`config.mk`:
```
export PLATFORM = sky130hd
export DESIGN_NAME = uart_rx_param
export DESIGN_NICKNAME = d
export VERILOG_FILES = /design/src/rtl/uart_rx_pkg.sv /design/src/rtl/uart_rx_fifo.sv /design/src/rtl/uart_rx_param.sv
export SDC_FILE = /design/constraint.sdc
export NUM_CORES = 1
export LEC_CHECK = 0
export BUFFER_PORTS_ARGS = -buffer_cell sky130_fd_sc_hd__buf_2
export CAP_MARGIN = 20
export CORE_UTILIZATION = 50
export CTS_CLUSTER_SIZE = 25
export DETAILED_ROUTE_END_ITERATION = 8
export PLACE_DENSITY_LB_ADDON = 0.05
export SLEW_MARGIN = 5
export SYNTH_ARGS = -nofsm -noshare
export SYNTH_HDL_FRONTEND = slang
export SYNTH_HIERARCHICAL = 1
export SYNTH_SLANG_ARGS = --single-unit
export TNS_END_PERCENT = 100
```
`constraint.sdc`:
```
create_clock -name clk -period 3.78 [get_ports clk]
set_input_delay 0.378 -clock clk [delete_from_list [all_inputs] [get_ports clk]]
set_output_delay 0.378 -clock clk [all_outputs]
set_load 0.02 [all_outputs]
```
`src/rtl/uart_rx_pkg.sv`:
```
// Shared types and helpers for the parametrised UART receive channel.
package uart_rx_pkg;

  typedef enum logic [1:0] {
    PAR_NONE  = 2'd0,
    PAR_EVEN  = 2'd1,
    PAR_ODD   = 2'd2,
    PAR_NONE2 = 2'd3
  } parity_e;

  typedef enum logic [2:0] {
    IDLE    = 3'd0,
    START   = 3'd1,
    DATA    = 3'd2,
    PARITY  = 3'd3,
    STOP    = 3'd4,
    STOP2   = 3'd5,
    WAIT_HI = 3'd6
  } rx_state_e;

  localparam int ERR_W   = 3;
  localparam int ERR_PAR = 0;
  localparam int ERR_FRM = 1;
  localparam int ERR_BRK = 2;

  function automatic logic maj3(input logic a, input logic b, input logic c);
    return (a & b) | (a & c) | (b & c);
  endfunction

  // ones_odd is the XOR of payload and received parity bit
  function automatic logic parity_fail(input logic ones_odd, input parity_e mode);
    logic fail;
    case (mode)
      PAR_EVEN: fail = ones_odd;
      PAR_ODD:  fail = ~ones_odd;
      default:  fail = 1'b0;
    endcase
    return fail;
  endfunction

endpackage

```
`src/rtl/uart_rx_fifo.sv`:
```
// Show-ahead synchronous FIFO holding received entries; push while full drops
// the entry unless a pop frees a slot in the same cycle.
module uart_rx_fifo #(
  parameter int WIDTH = 11,
  parameter int DEPTH = 16
) (
  input  logic                   clk,
  input  logic                   rst,
  input  logic                   wr_en,
  input  logic [WIDTH-1:0]       wr_data,
  input  logic                   rd_en,
  output logic [WIDTH-1:0]       rd_data,
  output logic                   empty,
  output logic                   full,
  output logic [$clog2(DEPTH):0] level,
  output logic                   overflow
);
  localparam int AW = $clog2(DEPTH);

  logic [WIDTH-1:0] mem_r [DEPTH];
  logic [AW:0]      wr_ptr_r;
  logic [AW:0]      rd_ptr_r;
  logic             do_push_s;
  logic             do_pop_s;

  assign level     = wr_ptr_r - rd_ptr_r;
  assign empty     = (wr_ptr_r == rd_ptr_r);
  assign full      = (level == (AW+1)'(DEPTH));
  assign do_pop_s  = rd_en && !empty;
  assign do_push_s = wr_en && (!full || do_pop_s);
  assign overflow  = wr_en && full && !do_pop_s;
  assign rd_data   = empty ? '0 : mem_r[rd_ptr_r[AW-1:0]];

  // Pointers carry one extra bit so full and empty are distinguishable
  always_ff @(posedge clk or negedge rst) begin
    if (!rst) begin
      wr_ptr_r <= '0;
      rd_ptr_r <= '0;
    end else begin
      if (do_push_s) wr_ptr_r <= wr_ptr_r + (AW+1)'(1);
      if (do_pop_s)  rd_ptr_r <= rd_ptr_r + (AW+1)'(1);
    end
  end

  // Storage array; reads are masked while empty so no reset is needed
  always_ff @(posedge clk) begin
    if (do_push_s) mem_r[wr_ptr_r[AW-1:0]] <= wr_data;
  end

endmodule

```
`src/rtl/uart_rx_param.sv`:
```
// UART receive channel: synchroniser, oversample tick generator, 3-sample
// majority voter and frame FSM feeding an error-tagged receive FIFO.
module uart_rx_param
  import uart_rx_pkg::*;
#(
  parameter int DATA_BITS  = 8,
  parameter int OVERSAMPLE = 16,
  parameter int FIFO_DEPTH = 16,
  parameter int BRD_W      = 16
) (
  input  logic                        clk,
  input  logic                        rst,
  input  logic                        rx_i,
  input  logic                        rx_en,
  input  logic [BRD_W-1:0]            brd,
  input  logic [1:0]                  parity_mode,
  input  logic                        two_stop,
  input  logic                        rd_en,
  output logic [DATA_BITS-1:0]        rd_data,
  output logic [ERR_W-1:0]            rd_err,
  output logic                        empty,
  output logic                        full,
  output logic [$clog2(FIFO_DEPTH):0] level,
  output logic                        overrun,
  input  logic                        ovr_clr,
  output logic                        busy
);
  localparam int CNT_W = $clog2(OVERSAMPLE);
  localparam int BIT_W = $clog2(DATA_BITS + 1);
  localparam int ENT_W = DATA_BITS + ERR_W;
  localparam logic [CNT_W-1:0] SMP_A    = CNT_W'(OVERSAMPLE / 2 - 1);
  localparam logic [CNT_W-1:0] SMP_B    = CNT_W'(OVERSAMPLE / 2);
  localparam logic [CNT_W-1:0] SMP_C    = CNT_W'(OVERSAMPLE / 2 + 1);
  localparam logic [CNT_W-1:0] SMP_LAST = CNT_W'(OVERSAMPLE - 1);
  localparam logic [BIT_W-1:0] LAST_BIT = BIT_W'(DATA_BITS - 1);
  localparam logic [BRD_W-1:0] BRD_ONE  = BRD_W'(1);

  rx_state_e            state_r, state_n;
  parity_e              parity_r;
  logic                 rx_meta_r, rx_sync_r, rx_prev_r;
  logic [BRD_W-1:0]     brd_eff_s, brd_r, tick_cnt_r;
  logic [CNT_W-1:0]     samp_cnt_r;
  logic [BIT_W-1:0]     bit_cnt_r;
  logic [DATA_BITS-1:0] data_r;
  logic                 two_stop_r, pbit_r, stop1_r, samp_a_r, samp_b_r;
  logic                 tick_s, mid_s, vote_s, start_s, par_en_s, push_s, overflow_s;
  logic                 stop1_s, overrun_r;
  logic [ERR_W-1:0]     err_s;
  logic [ENT_W-1:0]     head_s;

  assign brd_eff_s = (brd == '0) ? BRD_ONE : brd;
  assign tick_s    = (state_r != IDLE) && (tick_cnt_r == '0);
  assign mid_s     = tick_s && (samp_cnt_r == SMP_C);
  assign vote_s    = maj3(samp_a_r, samp_b_r, rx_sync_r);
  assign start_s   = (state_r == IDLE) && rx_en && rx_prev_r && !rx_sync_r;
  assign par_en_s  = (parity_r == PAR_EVEN) || (parity_r == PAR_ODD);

  // Error tags are only meaningful in the cycle the entry is pushed
  assign stop1_s        = (state_r == STOP) ? vote_s : stop1_r;
  assign err_s[ERR_PAR] = parity_fail(^data_r ^ pbit_r, parity_r);
  assign err_s[ERR_FRM] = !stop1_s || ((state_r == STOP2) && !vote_s);
  assign err_s[ERR_BRK] = (data_r == '0) && !(par_en_s && pbit_r) && !stop1_s;

  assign busy    = (state_r != IDLE);
  assign overrun = overrun_r;
  assign rd_data = head_s[DATA_BITS-1:0];
  assign rd_err  = head_s[ENT_W-1:DATA_BITS];

  // Two-flop synchroniser plus a history flop for falling-edge detection
  always_ff @(posedge clk or negedge rst) begin
    if (!rst) begin
      rx_meta_r <= 1'b1;
      rx_sync_r <= 1'b1;
      rx_prev_r <= 1'b1;
    end else begin
      rx_meta_r <= rx_i;
      rx_sync_r <= rx_meta_r;
      rx_prev_r <= rx_sync_r;
    end
  end

  // State register
  always_ff @(posedge clk or negedge rst) begin
    if (!rst) state_r <= IDLE;
    else      state_r <= state_n;
  end

  // Next-state and push decision
  always_comb begin
    state_n = state_r;
    push_s  = 1'b0;
    if (!rx_en) begin
      state_n = IDLE;
    end else begin
      case (state_r)
        IDLE:    state_n = start_s ? START : IDLE;
        START:   state_n = mid_s ? (vote_s ? IDLE : DATA) : START;
        DATA: begin
          if (mid_s && (bit_cnt_r == LAST_BIT)) state_n = par_en_s ? PARITY : STOP;
          else                                  state_n = DATA;
        end
        PARITY:  state_n = mid_s ? STOP : PARITY;
        STOP: begin
          if (mid_s && two_stop_r) begin
            state_n = STOP2;
          end else if (mid_s) begin
            push_s  = 1'b1;
            state_n = rx_sync_r ? IDLE : WAIT_HI;
          end else begin
            state_n = STOP;
          end
        end
        STOP2: begin
          if (mid_s) begin
            push_s  = 1'b1;
            state_n = rx_sync_r ? IDLE : WAIT_HI;
          end else begin
            state_n = STOP2;
          end
        end
        WAIT_HI: state_n = rx_sync_r ? IDLE : WAIT_HI;
        default: state_n = IDLE;
      endcase
    end
  end

  // Tick and sample counters; parked while idle so bit phase follows the start edge
  always_ff @(posedge clk or negedge rst) begin
    if (!rst) begin
      tick_cnt_r <= '0;
      samp_cnt_r <= '0;
    end else if (state_r == IDLE) begin
      tick_cnt_r <= brd_eff_s - BRD_ONE;
      samp_cnt_r <= '0;
    end else if (tick_s) begin
      tick_cnt_r <= brd_r - BRD_ONE;
      samp_cnt_r <= (samp_cnt_r == SMP_LAST) ? '0 : samp_cnt_r + CNT_W'(1);
    end else begin
      tick_cnt_r <= tick_cnt_r - BRD_ONE;
    end
  end

  // Frame configuration latch, vote samples and payload/parity/stop capture
  always_ff @(posedge clk or negedge rst) begin
    if (!rst) begin
      parity_r   <= PAR_NONE;
      two_stop_r <= 1'b0;
      brd_r      <= BRD_ONE;
      samp_a_r   <= 1'b1;
      samp_b_r   <= 1'b1;
      bit_cnt_r  <= '0;
      data_r     <= '0;
      pbit_r     <= 1'b0;
      stop1_r    <= 1'b1;
    end else begin
      if (start_s) begin
        parity_r   <= parity_e'(parity_mode);
        two_stop_r <= two_stop;
        brd_r      <= brd_eff_s;
      end
      if (tick_s && (samp_cnt_r == SMP_A)) samp_a_r <= rx_sync_r;
      if (tick_s && (samp_cnt_r == SMP_B)) samp_b_r <= rx_sync_r;
      if (state_r == IDLE) begin
        bit_cnt_r <= '0;
      end else if (mid_s && (state_r == DATA)) begin
        data_r    <= {vote_s, data_r[DATA_BITS-1:1]};
        bit_cnt_r <= bit_cnt_r + BIT_W'(1);
      end
      if (mid_s && (state_r == PARITY)) pbit_r  <= vote_s;
      if (mid_s && (state_r == STOP))   stop1_r <= vote_s;
    end
  end

  // Sticky overrun; a new drop in the same cycle wins over the clear
  always_ff @(posedge clk or negedge rst) begin
    if (!rst)            overrun_r <= 1'b0;
    else if (overflow_s) overrun_r <= 1'b1;
    else if (ovr_clr)    overrun_r <= 1'b0;
  end

  uart_rx_fifo #(
    .WIDTH(ENT_W),
    .DEPTH(FIFO_DEPTH)
  ) u_fifo (
    .clk      (clk),
    .rst      (rst),
    .wr_en    (push_s),
    .wr_data  ({err_s, data_r}),
    .rd_en    (rd_en),
    .rd_data  (head_s),
    .empty    (empty),
    .full     (full),
    .level    (level),
    .overflow (overflow_s)
  );

endmodule

```
### Word level (Yosys, flattened, before mapping)

Memory sizes are Yosys's and may differ from the RTL's.
Cells that the tools add are included.

| word-level totals | value |
|---|---|
| register bits | 72 |
| output and inout port bits | 20 |
| memories kept | 1 |
| logic and storage cells | 121 |
| bits in writable memories | 176 |

Memory list:

| memory | depth | bits a word | rd ports | clocked after memory_dff | write ports | RTL line | text |
|---|---|---|---|---|---|---|---|
| u_fifo.mem_r | 16 | 11 | 1 | 0 | 1 | uart_rx_fifo.sv:20 | `logic [WIDTH-1:0] mem_r [DEPTH];` |

| cells by class | value |
|---|---|
| reductions and logical operators | 40 |
| add/subtract/negate cells | 8 |
| bitwise operators | 8 |
| eq/ne operators | 15 |
| multiplexer cells | 31 |

Operator list:

| operator | count |
|---|---|
| $mux W16 | 3 |
| $sub A16 B1 Y16 const B | 3 |
| $logic_not A16 Y1 | 2 |
| $mux W3 | 8 |
| $pmux W3 S7 | 1 |
| $logic_and A1 B1 Y1 | 20 |
| $mux W4 | 5 |
| $eq A4 B4 Y1 const B | 3 |
| $mux W11 | 1 |
| $add A5 B1 Y5 const B | 2 |
| $eq A3 B3 Y1 const B | 3 |
| $mux W1 | 9 |
| $add A4 B1 Y4 const B | 2 |
| $eq A4 B3 Y1 const B | 2 |
| $logic_not A8 Y1 | 1 |
| $reduce_xor A8 Y1 | 1 |
| $logic_not A1 Y1 | 7 |
| $eq A3 B2 Y1 const B | 2 |
| $reduce_bool A2 Y1 | 3 |
| $eq A5 B5 Y1 | 1 |
| $eq A5 B5 Y1 const B | 1 |
| $sub A5 B5 Y5 | 1 |
| $mux W2 | 2 |
| $pmux W1 S2 | 2 |
| other kinds (11) | 17 |

### Longest topological paths before layout

| logic depth | value |
|---|---|
| word-level depth | 10 |
| depth in mapped cells | 12 |
| depth with buffers taken out | 11 |

### Hierarchy

Netlist, hierarchy kept.

By module, submodules not included:

| module | area each (µm²) | cells each | sequential area each (µm²) | instances |
|---|---|---|---|---|
| uart_rx_fifo | 7800.0 | 348 | 5535.3 | 1 |
| uart_rx_param | 3448.3 | 345 | 1560.2 | 1 |

### Worst setup path before layout

No wires, ideal clock.

| timing | value |
|---|---|
| path type | register to register |
| start | reg u_fifo.rd_ptr_r[1] |
| end | mem u_fifo.mem_r[3][0], enable pin |
| path slack | 0.128 ns |
| required time | 3.372 ns |
| stages on the path, launching flop included | 11 |
| library setup time | 0.408 ns |
| arrival time | 3.244 ns |
| path buffers | 3 |
| path through | dfrtp_1 > clkbuf_8 > clkbuf_8 > inv_1 > fa_1 > xor2_1 > nor3_1 > o2111ai_2 > nor2_1 > buf_2 > nor4_1 |

| between the ends | value |
|---|---|
| cells in the longest elaborated chain, start to end | 7 |
| elaborated cells on any way between the ends | 10 |

RTL lines:

| what | RTL line | text |
|---|---|---|
| from (decl) | uart_rx_fifo.sv:22 | `logic [AW:0] rd_ptr_r;` |
| from (signal assigned) | uart_rx_fifo.sv:41 | `if (do_pop_s) rd_ptr_r <= rd_ptr_r + (AW+1)'(1);` |
| $sub A5 B5 Y5 | uart_rx_fifo.sv:26 | `assign level = wr_ptr_r - rd_ptr_r;` |
| named net level[2] | uart_rx_param.sv:23 | `output logic [$clog2(FIFO_DEPTH):0] level,` |
| $eq A5 B5 Y1 | uart_rx_fifo.sv:28 | `assign full = (level == (AW+1)'(DEPTH));` |
| $logic_not A1 Y1 | uart_rx_fifo.sv:30 | `assign do_push_s = wr_en && (!full \|\| do_pop_s);` |
| $logic_or A1 B1 Y1 | uart_rx_fifo.sv:30 |  |
| $logic_and A1 B1 Y1 | uart_rx_fifo.sv:30 |  |
| $mux W1 | uart_rx_fifo.sv:47 | `if (do_push_s) mem_r[wr_ptr_r[AW-1:0]] <= wr_data;` |
| $mux W1 (not written as such) | uart_rx_fifo.sv:47 |  |
| to (decl) | uart_rx_fifo.sv:20 |  |

The timed path passes the listed nets, and every way through them passes these cells.

### Final worst setup path

| timing | value |
|---|---|
| start | reg u_fifo.rd_ptr_r[0] |
| end | out rd_data[2] |

| between the ends | value |
|---|---|
| cells in the longest elaborated chain, start to end | 2 |
| elaborated cells on any way between the ends | 3 |

RTL lines:

| what | RTL line | text |
|---|---|---|
| $mem_v2 Z16 W11 / $eq A5 B5 Y1 (equally long branches) | -- |  |
| $mux W11 (*) | uart_rx_fifo.sv:32 | `assign rd_data = empty ? '0 : mem_r[rd_ptr_r[AW-1:0]];` |
| to (decl) | uart_rx_param.sv:19 | `output logic [DATA_BITS-1:0] rd_data,` |

Mark *: on every way between the ends. The rest lies on a longest branch, timed or not.

==> qor.yml <==
violations: "DRC"
relSlewSlack: 0.278
syn_area_um2: 11200
cts_made_buffers: 27
postCtsSetupBuffers: 0
num_io_pins: 45
clock_skew_ps: 15.5
first_iter_violations: 395
core-area_um2: 22000
synth_top_area_frac: 0.470
status: "complete, but fails checks"
yosys_warnings: 6
cts.htree.levels: 1
cellPowerDensity_nw_per_um2: 571
cp_max_fo: 47
ys_top_cells_by_area: "edfxtp_1 (47%), dfrtp_1 (14%), mux4_1 (6.1%)"
setup_ws_ps: 295
synth.net_count: 739
antenna_left: 0
max_stage_delay_ps: 700
p_clk_frac: 0.363
antenna_cells: 0
min_period_ps: 3480
routedWlPerCell_um: 22.0
fin_crit_sh: 0.922
tns_ps: 0
ys_seq_area_frac: 0.631
die_w_um: 152
async_flop_share: 0.290
startpoint_type: "flip-flop"
p_leak_nw: 4.93
clock-root-buffer: "clkbuf_16"
crit_slowest_cell: "mux4_1"
layout-area-overhead-vs-synth_pct: 13.5
crit_buf_inv: 2
die_h_um: 152
post-dp-hpwl_mm: 15.4
power_frac_seq: 0.436
drive_gt1_frac: 0.271
grt_pass1_vias: 6725
final_common_cell: "edfxtp_1"
rows: 54
mostFrequentLayoutCells: "edfxtp_1 (176), dfrtp_1 (63), buf_2 (43), nand2_1 (40), buf_4 (34)"
cp_top_family: "multiplexers"
swShare: 0.273
rsz0062_at_grt: "no"
crit_chain: "buf_4 -> mux4_1 -> mux4_2 -> nor2b_4 -> buf_2"
avgSynthCellArea_um2: 16.2
dieArea_um2: 23100
grt-ovfl-total: 0
synth_edf_count: 176
route.detailed.drc: 2
maxSlewViolCount: 0
worstPathArrival_ps: 3110
min_path_type: "input port to asynchronous set/reset pin"
vdd_drop_max_uv: 565
crit_cells: 5
via_count: 6320
grt_max_degree: 73
grt_antenna_before_repair: 0
drt-total-wl_mm: 23.5
crit_type: "flip-flop to primary output"
max_clock_freq_mhz: 287
synth_top_area_cell: "edfxtp_1"
internal_power_mw: 5.29
cts_sinks: 248
clockBufferDepth: 3
hold_violations: 0
fill_cells: 1651
portBuffers: 44
clk_latency_ps: 530
dr.pass1.iters: 6
grt_util_all_layers: 0.211
nNetsFinal: 816
vias_per_cell: 5.91
netSwitchingPower_mw: 1.99
reg2reg_depth: 7
clk_pin_slew_ps: 60
cp_data_required_time_ps: 3400
syn_inst: 693
synth_seq_cells: 248
drv_cap: 0
cts_tree: "yes"
dp_slack_ps: 594
pwr-share-comb: 0.200
place_congestion: 0.850
yosysUniqueCellTypes: 69
initial_utilization: 0.512
synth_ff_type: "edfxtp_1"
worst_slew_pin_slew_ps: 1080
end_kind: "primary output"
setup_viol_count_final: 0
grt_pass1_wl_mm: 37.3
final timing paths:
check | startpoint | end | slack, ps
worst max-delay path | u_fifo/rd_ptr_r[0] | rd_data[2] | 300
worst min-delay path | rst | two_stop_r | 10
worst max register to register | tick_cnt_r[13] | u_fifo/mem_r[7][9] | 600
worst min register to register | rx_meta_r | rx_sync_r | 360
max in group asynchronous | rst | u_fifo/rd_ptr_r[1] | 3130
min in group clk | parity_mode[1] | parity_r[1] | 70
registers in the layout, indices dropped and copies added (netlist names), 4 cells and up:
signal and flops:
u_fifo/rd_ptr_r 5, bit_cnt_r 4, u_fifo/wr_ptr_r 5, samp_cnt_r 4
u_fifo/mem_r 176, brd_r 16, tick_cnt_r 16, data_r 8
area by class of cell:
| class | instances | area [um2] | share of cell area |
|---|---|---|---|
| clock buffer | 33 | 698 | 0.0547 |
| clock inverter | 15 | 195 | 0.0153 |
| inverter | 24 | 90.1 | 0.00706 |
| multi-input combinational | 391 | 3850 | 0.302 |
| sequential | 248 | 7100 | 0.556 |
| tap | 280 | 350 | 0.0274 |
| timing repair buffer | 78 | 480 | 0.0376 |
synthesized netlist by cell type, drive strengths merged, types with 3 or more instances:
master	instances
and2	4
nor3	15
mux2	29
nor3b	7
a21oi	17
nand3b	3
o22ai	3
a211o	3
clkbuf	13
o21ai	25
mux4	55
nor2b	18
nor4	15
nand3	11
nand2	40
a21boi	3
nand4	10
ha	20
xor2	12
a31oi	9
dfstp	7
inv	24
a21o	3
nand2b	4
nor2	31
and3	4
mux2i	7
xnor2	15
buf	17
dfrtp	65
edfxtp	176
cell families (layout without fill, tap and decap cells):
family	after synthesis	after routing	synth area share
buffers and inverters	54	150	0.0323
xor gates and xnor gates	27	27	0.0210
muxes	91	91	0.154
DFF	248	248	0.631
adders and majority gates	22	22	0.0249
AOI/OAI and AO/OA	79	79	0.0472
and+or+nand+nor	172	172	0.0894
worst reg2reg max path, stage by stage (launching register included):
cell     delay [ps]
dfrtp_1         380
nor4_1          420
and4_1          310
nand3_1         210
nor2_1          410
nand2_1         210
a21oi_1         260
and2_1          600
per-layer routing:
metal,wire (um),part of all wire,up-vias,track usage
met5,0,0,-,0
met4,588,0.025,0,0.0748
met3,920,0.039,44,0.0299
met2,12400,0.53,145,0.382
met1,9630,0.41,3266,0.259
li1,-,-,2865,-
through the flow:
step,hold slack (ps),instances,total power [mW],utilization,area [um2]
6_report,14.6,1069,7.28,0.581,12800
2_1_floorplan,82.4,693,4.44,-,11200
5_1_grt,71.2,1069,7.57,0.581,12800
3_5_place_dp,348,1020,4.70,0.540,11900
3_3_place_gp,347,1020,4.67,0.540,11900
4_1_cts,24.8,1069,7.36,0.581,12800
timing repair:
action	CTS	global route
hold buffers	1	0
hold endpoints to repair	1	0
setup endpoints to repair	0	0
gates resized for setup	0	0
power groups by stage:
stage	clock, mW	sequential (mW)	combinational [mW]
6_report	2.65	3.18	1.46
5_1_grt	2.80	3.20	1.58
4_1_cts	2.70	3.17	1.48
3_5_place_dp	0	3.23	1.48
3_3_place_gp	0	3.22	1.45
2_1_floorplan	0	3.19	1.25
No activity file was read; power rests on OpenSTA's default activity.
